--- config.mk ---
export PLATFORM = sky130hd
export DESIGN_NAME = rcfwl_gclk_clkreq_rsp
export DESIGN_NICKNAME = d
export VERILOG_FILES = /design/src/rtl/rcfwl_gclk_pkg.sv /design/src/rtl/rcfwl_gclk_dlycnt.sv /design/src/rtl/rcfwl_gclk_clkreq_rsp.sv
export SDC_FILE = /design/constraint.sdc
export NUM_CORES = 1
export LEC_CHECK = 0
export CORE_AREA = 8 8 45 47
export DETAILED_ROUTE_END_ITERATION = 10
export DIE_AREA = 0 0 53 55
export PLACE_DENSITY = 0.77
export SLEW_MARGIN = 20
export SYNTH_ARGS = -nofsm -noshare
export SYNTH_HDL_FRONTEND = slang
export SYNTH_SLANG_ARGS = --single-unit
--- constraint.sdc ---
create_clock -name clk -period 3.79 [get_ports clk]
set_input_delay 0.379 -clock clk [delete_from_list [all_inputs] [get_ports clk]]
set_output_delay 0.379 -clock clk [all_outputs]
set_load 0.02 [all_outputs]
--- src/rtl/rcfwl_gclk_pkg.sv ---
// Shared state encoding and small helpers for the clock-request responder.
package rcfwl_gclk_pkg;

  typedef enum logic [1:0] {
    ST_IDLE = 2'd0,
    ST_WAKE = 2'd1,
    ST_ON   = 2'd2,
    ST_HYST = 2'd3
  } gclk_state_e;

  // Acknowledge is held in both the running and the hysteresis state.
  function automatic logic state_acked(input gclk_state_e s);
    return (s == ST_ON) || (s == ST_HYST);
  endfunction

endpackage

--- src/rtl/rcfwl_gclk_dlycnt.sv ---
// Load / saturating-decrement / zero-detect delay counter shared by WAKE and HYST.
module rcfwl_gclk_dlycnt #(
  parameter int DLY_W = 4
) (
  input  logic             clk,
  input  logic             rst,
  input  logic             load_i,
  input  logic             dec_i,
  input  logic [DLY_W-1:0] load_val_i,
  output logic             zero_o
);

  logic [DLY_W-1:0] cnt_q;
  logic [DLY_W-1:0] cnt_d;

  // Next count: load wins, decrement stops at zero so the counter never wraps.
  always_comb begin
    cnt_d = cnt_q;
    if (load_i) begin
      cnt_d = load_val_i;
    end else if (dec_i && (cnt_q != {DLY_W{1'b0}})) begin
      cnt_d = cnt_q - {{(DLY_W-1){1'b0}}, 1'b1};
    end else begin
      cnt_d = cnt_q;
    end
  end

  // Count register with synchronous reset.
  always_ff @(posedge clk) begin
    if (rst) begin
      cnt_q <= {DLY_W{1'b0}};
    end else begin
      cnt_q <= cnt_d;
    end
  end

  assign zero_o = (cnt_q == {DLY_W{1'b0}});

endmodule

--- src/rtl/rcfwl_gclk_clkreq_rsp.sv ---
// Responder side of the four-phase clkreq/clkack handshake with ungate and
// hysteresis delays, clock-enable output and a sticky protocol-error flag.
module rcfwl_gclk_clkreq_rsp
  import rcfwl_gclk_pkg::*;
#(
  parameter int DLY_W     = 4,
  parameter bit FORCE_ACK = 1'b0
) (
  input  logic             clk,
  input  logic             rst,
  input  logic             clkreq,
  input  logic [DLY_W-1:0] cfg_on_dly,
  input  logic [DLY_W-1:0] cfg_off_dly,
  input  logic             cfg_force_on,
  input  logic             err_clr,
  output logic             clkack,
  output logic             clk_en,
  output logic [1:0]       state,
  output logic             proto_err
);

  gclk_state_e      state_q;
  gclk_state_e      state_d;
  logic             clkack_q;
  logic             clkack_d;
  logic             clk_en_q;
  logic             clk_en_d;
  logic             proto_err_q;
  logic             proto_err_d;
  logic             cnt_load_s;
  logic             cnt_dec_s;
  logic [DLY_W-1:0] cnt_val_s;
  logic             cnt_zero_s;
  logic             err_set_s;

  rcfwl_gclk_dlycnt #(
    .DLY_W(DLY_W)
  ) u_dlycnt (
    .clk       (clk),
    .rst       (rst),
    .load_i    (cnt_load_s),
    .dec_i     (cnt_dec_s),
    .load_val_i(cnt_val_s),
    .zero_o    (cnt_zero_s)
  );

  // Next-state logic; config is only captured on the counter load cycle.
  always_comb begin
    state_d    = state_q;
    cnt_load_s = 1'b0;
    cnt_dec_s  = 1'b0;
    cnt_val_s  = cfg_on_dly;
    err_set_s  = 1'b0;
    case (state_q)
      ST_IDLE: begin
        if (clkreq) begin
          state_d    = ST_WAKE;
          cnt_load_s = 1'b1;
          cnt_val_s  = cfg_on_dly;
        end else begin
          state_d = ST_IDLE;
        end
      end
      ST_WAKE: begin
        // Requester withdrew before being acknowledged: flag it, keep waking.
        err_set_s = ~clkreq;
        if (cnt_zero_s) begin
          state_d = ST_ON;
        end else begin
          cnt_dec_s = 1'b1;
          state_d   = ST_WAKE;
        end
      end
      ST_ON: begin
        if (!clkreq) begin
          state_d    = ST_HYST;
          cnt_load_s = 1'b1;
          cnt_val_s  = cfg_off_dly;
        end else begin
          state_d = ST_ON;
        end
      end
      ST_HYST: begin
        // Re-request before ack dropped: flag it, still finish gating.
        err_set_s = clkreq;
        if (cnt_zero_s) begin
          state_d = ST_IDLE;
        end else begin
          cnt_dec_s = 1'b1;
          state_d   = ST_HYST;
        end
      end
      default: begin
        state_d = ST_IDLE;
      end
    endcase
  end

  // Output next values derived from the next state so outputs are registered.
  always_comb begin
    clkack_d = state_acked(state_d) | (FORCE_ACK & cfg_force_on);
    clk_en_d = (state_d != ST_IDLE) | cfg_force_on;
    if (err_set_s) begin
      proto_err_d = 1'b1;
    end else if (err_clr) begin
      proto_err_d = 1'b0;
    end else begin
      proto_err_d = proto_err_q;
    end
  end

  // State and output registers with synchronous reset.
  always_ff @(posedge clk) begin
    if (rst) begin
      state_q     <= ST_IDLE;
      clkack_q    <= 1'b0;
      clk_en_q    <= 1'b0;
      proto_err_q <= 1'b0;
    end else begin
      state_q     <= state_d;
      clkack_q    <= clkack_d;
      clk_en_q    <= clk_en_d;
      proto_err_q <= proto_err_d;
    end
  end

  assign clkack    = clkack_q;
  assign clk_en    = clk_en_q;
  assign state     = state_q;
  assign proto_err = proto_err_q;

endmodule

==> flow_metrics.tcl <==
set metrics [dict create \
    grt_usage 0.09534 \
    finalWirelength_mm 1.264 \
    routedWlPerCell_microns 14.20 \
    core_sq_um 1384 \
    fin_crit_sh 0.5182 \
    yosysSeqAreaShare 0.3012 \
    port_buffers 17 \
    tightestPinTransition_ns 0.4931 \
    slew_headroom 0.6708 \
    setup_tns_ns 0 \
    clock_latency_ns 0.26 \
    finClkSkew_ns 0.003792 \
    critPathRequiredTime_ns 3.41 \
    drive_gt1_frac 0.1096 \
    drcViolationCount 0 \
    rsz0062_at_grt "false" \
    worst_slack_ns 1.826 \
    met3_usage 0.05348 \
    tritoncts "built" \
    worst-path-max-fanout 14 \
    synth_nets 72 \
    finalSetupViolCount 0 \
    detailroute.via_count 466 \
    arrival_ns 1.58 \
    diodes 0 \
    pwr_density_cell_nw_per_um2 731.0 \
    antenna_left 0 \
    dp_hpwl_microns 971.3 \
    syn2layout_area_growth_pct 33.41 \
    initial_core_util 0.3843 \
    slowest_stage "clkdlybuf4s50_1" \
    grt.busiest_layer "met2" \
    crit_path_end_kind "output pin" \
    min_period_ns 1.964 \
    maxSlewViolCount 0 \
    met2_usage 0.1484 \
    cts_hold_buf 0 \
    max_freq_mhz 509.2 \
    avgSynthCellArea_sq_um 9.168 \
    netlist_instances 58 \
    nFillCells 127 \
    cp_slowest_stage_delay_ns 0.71 \
    cts_buffers 3 \
    htree_levels 1 \
    via_per_inst 5.236 \
    pre_cts_ws_ns 1.889 \
    ys_types 32 \
    crit_type "reg -> out" \
    crit_family "buffers and inverters" \
    synth-seq-cells 8 \
    clkTransAtPathRegs_ns 0.05 \
    cts_root_buf "clkbuf_4" \
    grt_pass1_wl_mm 2.076 \
    dieArea_sq_um 2915 \
    cap_violations 0 \
    yosys_warnings 0 \
    hold_path.class "reg -> reg" \
    rows 14 \
    crit_path_cell_trace "clkdlybuf4s50_1" \
    place_congestion 0.8110 \
    met1_usage 0.1103 \
    first_pass_iters 4 \
    clockBufferDepth 2 \
    grt_pass1_vias 473 \
    ioPinCount 18 \
    syn_area_sq_um 531.8 \
    cts_setup_buffers 0 \
    drt_iter0_markers 5 \
    outcome "finished clean" \
    cts.sinks 8 \
    dieHeight_microns 55 \
    die_w_microns 53 \
    worst_ir_drop_vdd_uv 274.8 \
    fin_nets 89 \
    cp-start-kind "register" \
    antenna_found_initial 0 \
    grt_max_degree 15 \
    grt_overflow_total 0 \
    path_buf_inv 1 \
    ctsResizeCount 0 \
    hold_viol 0 \
    p_leak_nw 0.2831 \
]
==> routing by layer <==
metal / vias to the layer above / part of all wire
met5: - / 0
met4: 0 / 0
met2: 11 / 0.50
met1: 213 / 0.44
met3: 0 / 0.056
li1: 242 / -
==> worst min-delay path, cell delays in order (launching register included) <==
cell	delay, ns
dfxtp_1	0.31
inv_1	0.07
o311ai_1	0.10
==> power breakdown <==
| part | leakage, nW | internal, mW | total (mW) | switching (mW) |
|---|---|---|---|---|
| registers | 0.0661 | 0.119 | 0.179 | 0.0603 |
| clock network | 0.0138 | 0.0362 | 0.0654 | 0.0291 |
| logic | 0.203 | 0.149 | 0.274 | 0.125 |
==> sequential cells by signal, indices dropped and copies added (netlist names) <==
signal,cells
u_dlycnt.cnt_q,4
clk_en,1
state,2
proto_err,1
==> cells in the final DEF, fill, tap and decap left out, drive strengths merged, types with 2 or more instances in the layout <==
cell type and count:
clkdlybuf4s50 17, dfxtp 8, and3b 6, inv 4, a21oi 3, nor2 3
nor3 3, clkbuf 3, nor2b 2, nand3b 2, a211o 2, nand2 2
xnor2 2, and4bb 2
==> stage by stage <==
| stage | instance area [sq um] | utilization | hold slack [ns] | cells | total power [mW] |
|---|---|---|---|---|---|
| after CTS | 709.4 | 0.5127 | 0.5443 | 89 | 0.5237 |
| after global placement | 686.9 | 0.4964 | 0.5310 | 86 | 0.4471 |
| after floorplan | 531.8 | - | 0.5027 | 58 | 0.3802 |
| after global routing | 709.4 | 0.5127 | 0.6013 | 89 | 0.5644 |
| final | 709.4 | 0.5127 | 0.5431 | 89 | 0.5186 |
| after detailed placement | 686.9 | 0.4964 | 0.5382 | 86 | 0.4553 |
==> kinds of logic after synthesis <==
family,Yosys count,share of synthesized area
adder cells (fa/ha/maj),1,0.02353
AND/OR/NAND/NOR,24,0.3247
XOR/XNOR,2,0.04707
multiplexers,1,0.01882
flip-flops,8,0.3012
AO/OA/AOI/OAI,13,0.1906
buffers and inverters,9,0.09408
==> layout make-up <==
| class | instances | area, sq um | area share |
|---|---|---|---|
| multi-input cells | 41 | 321.6 | 0.4533 |
| repair buffers | 17 | 170.2 | 0.2399 |
| flip-flops and latches | 8 | 160.2 | 0.2258 |
| clock buffers | 3 | 22.52 | 0.03175 |
| well taps | 16 | 20.02 | 0.02822 |
| inverters | 4 | 15.01 | 0.02116 |
==> synthesized netlist by cell type, drive strengths merged <==
cell     instances  area share
o22ai            1       0.012
xnor2            2       0.047
a21oi            3       0.028
a211oi           1       0.014
clkbuf           1      0.0071
o211ai           1       0.024
buf              4       0.059
nand3b           2       0.028
a2111oi          1       0.019
nor3b            1       0.014
nand3            1      0.0094
nor3             3       0.028
o21ba            1       0.019
and3b            6       0.099
mux2i            1       0.019
o31ai            1       0.014
ha               1       0.024
inv              4       0.028
o311ai           1       0.016
nor2b            2       0.024
nand2            2       0.014
a31oi            1       0.012
dfxtp            8        0.30
nor2             3       0.021
and4bb           2       0.054
or4              1       0.014
nor4bb           1       0.019
a211o            2       0.033
==> worst paths after layout <==
| path | start | to | slack (ns) | cells past startpoint |
|---|---|---|---|---|
| worst max-delay path | state[1] | clkack | 1.83 | 1 |
| worst max register to register | state[0] | u_dlycnt.cnt_q[0] | 2.32 | 3 |
| worst min register to register | u_dlycnt.cnt_q[0] | u_dlycnt.cnt_q[0] | 0.54 | 2 |
| worst min-delay path | u_dlycnt.cnt_q[0] | u_dlycnt.cnt_q[0] | 0.54 | 2 |
Power figures use the tool's default switching activity.
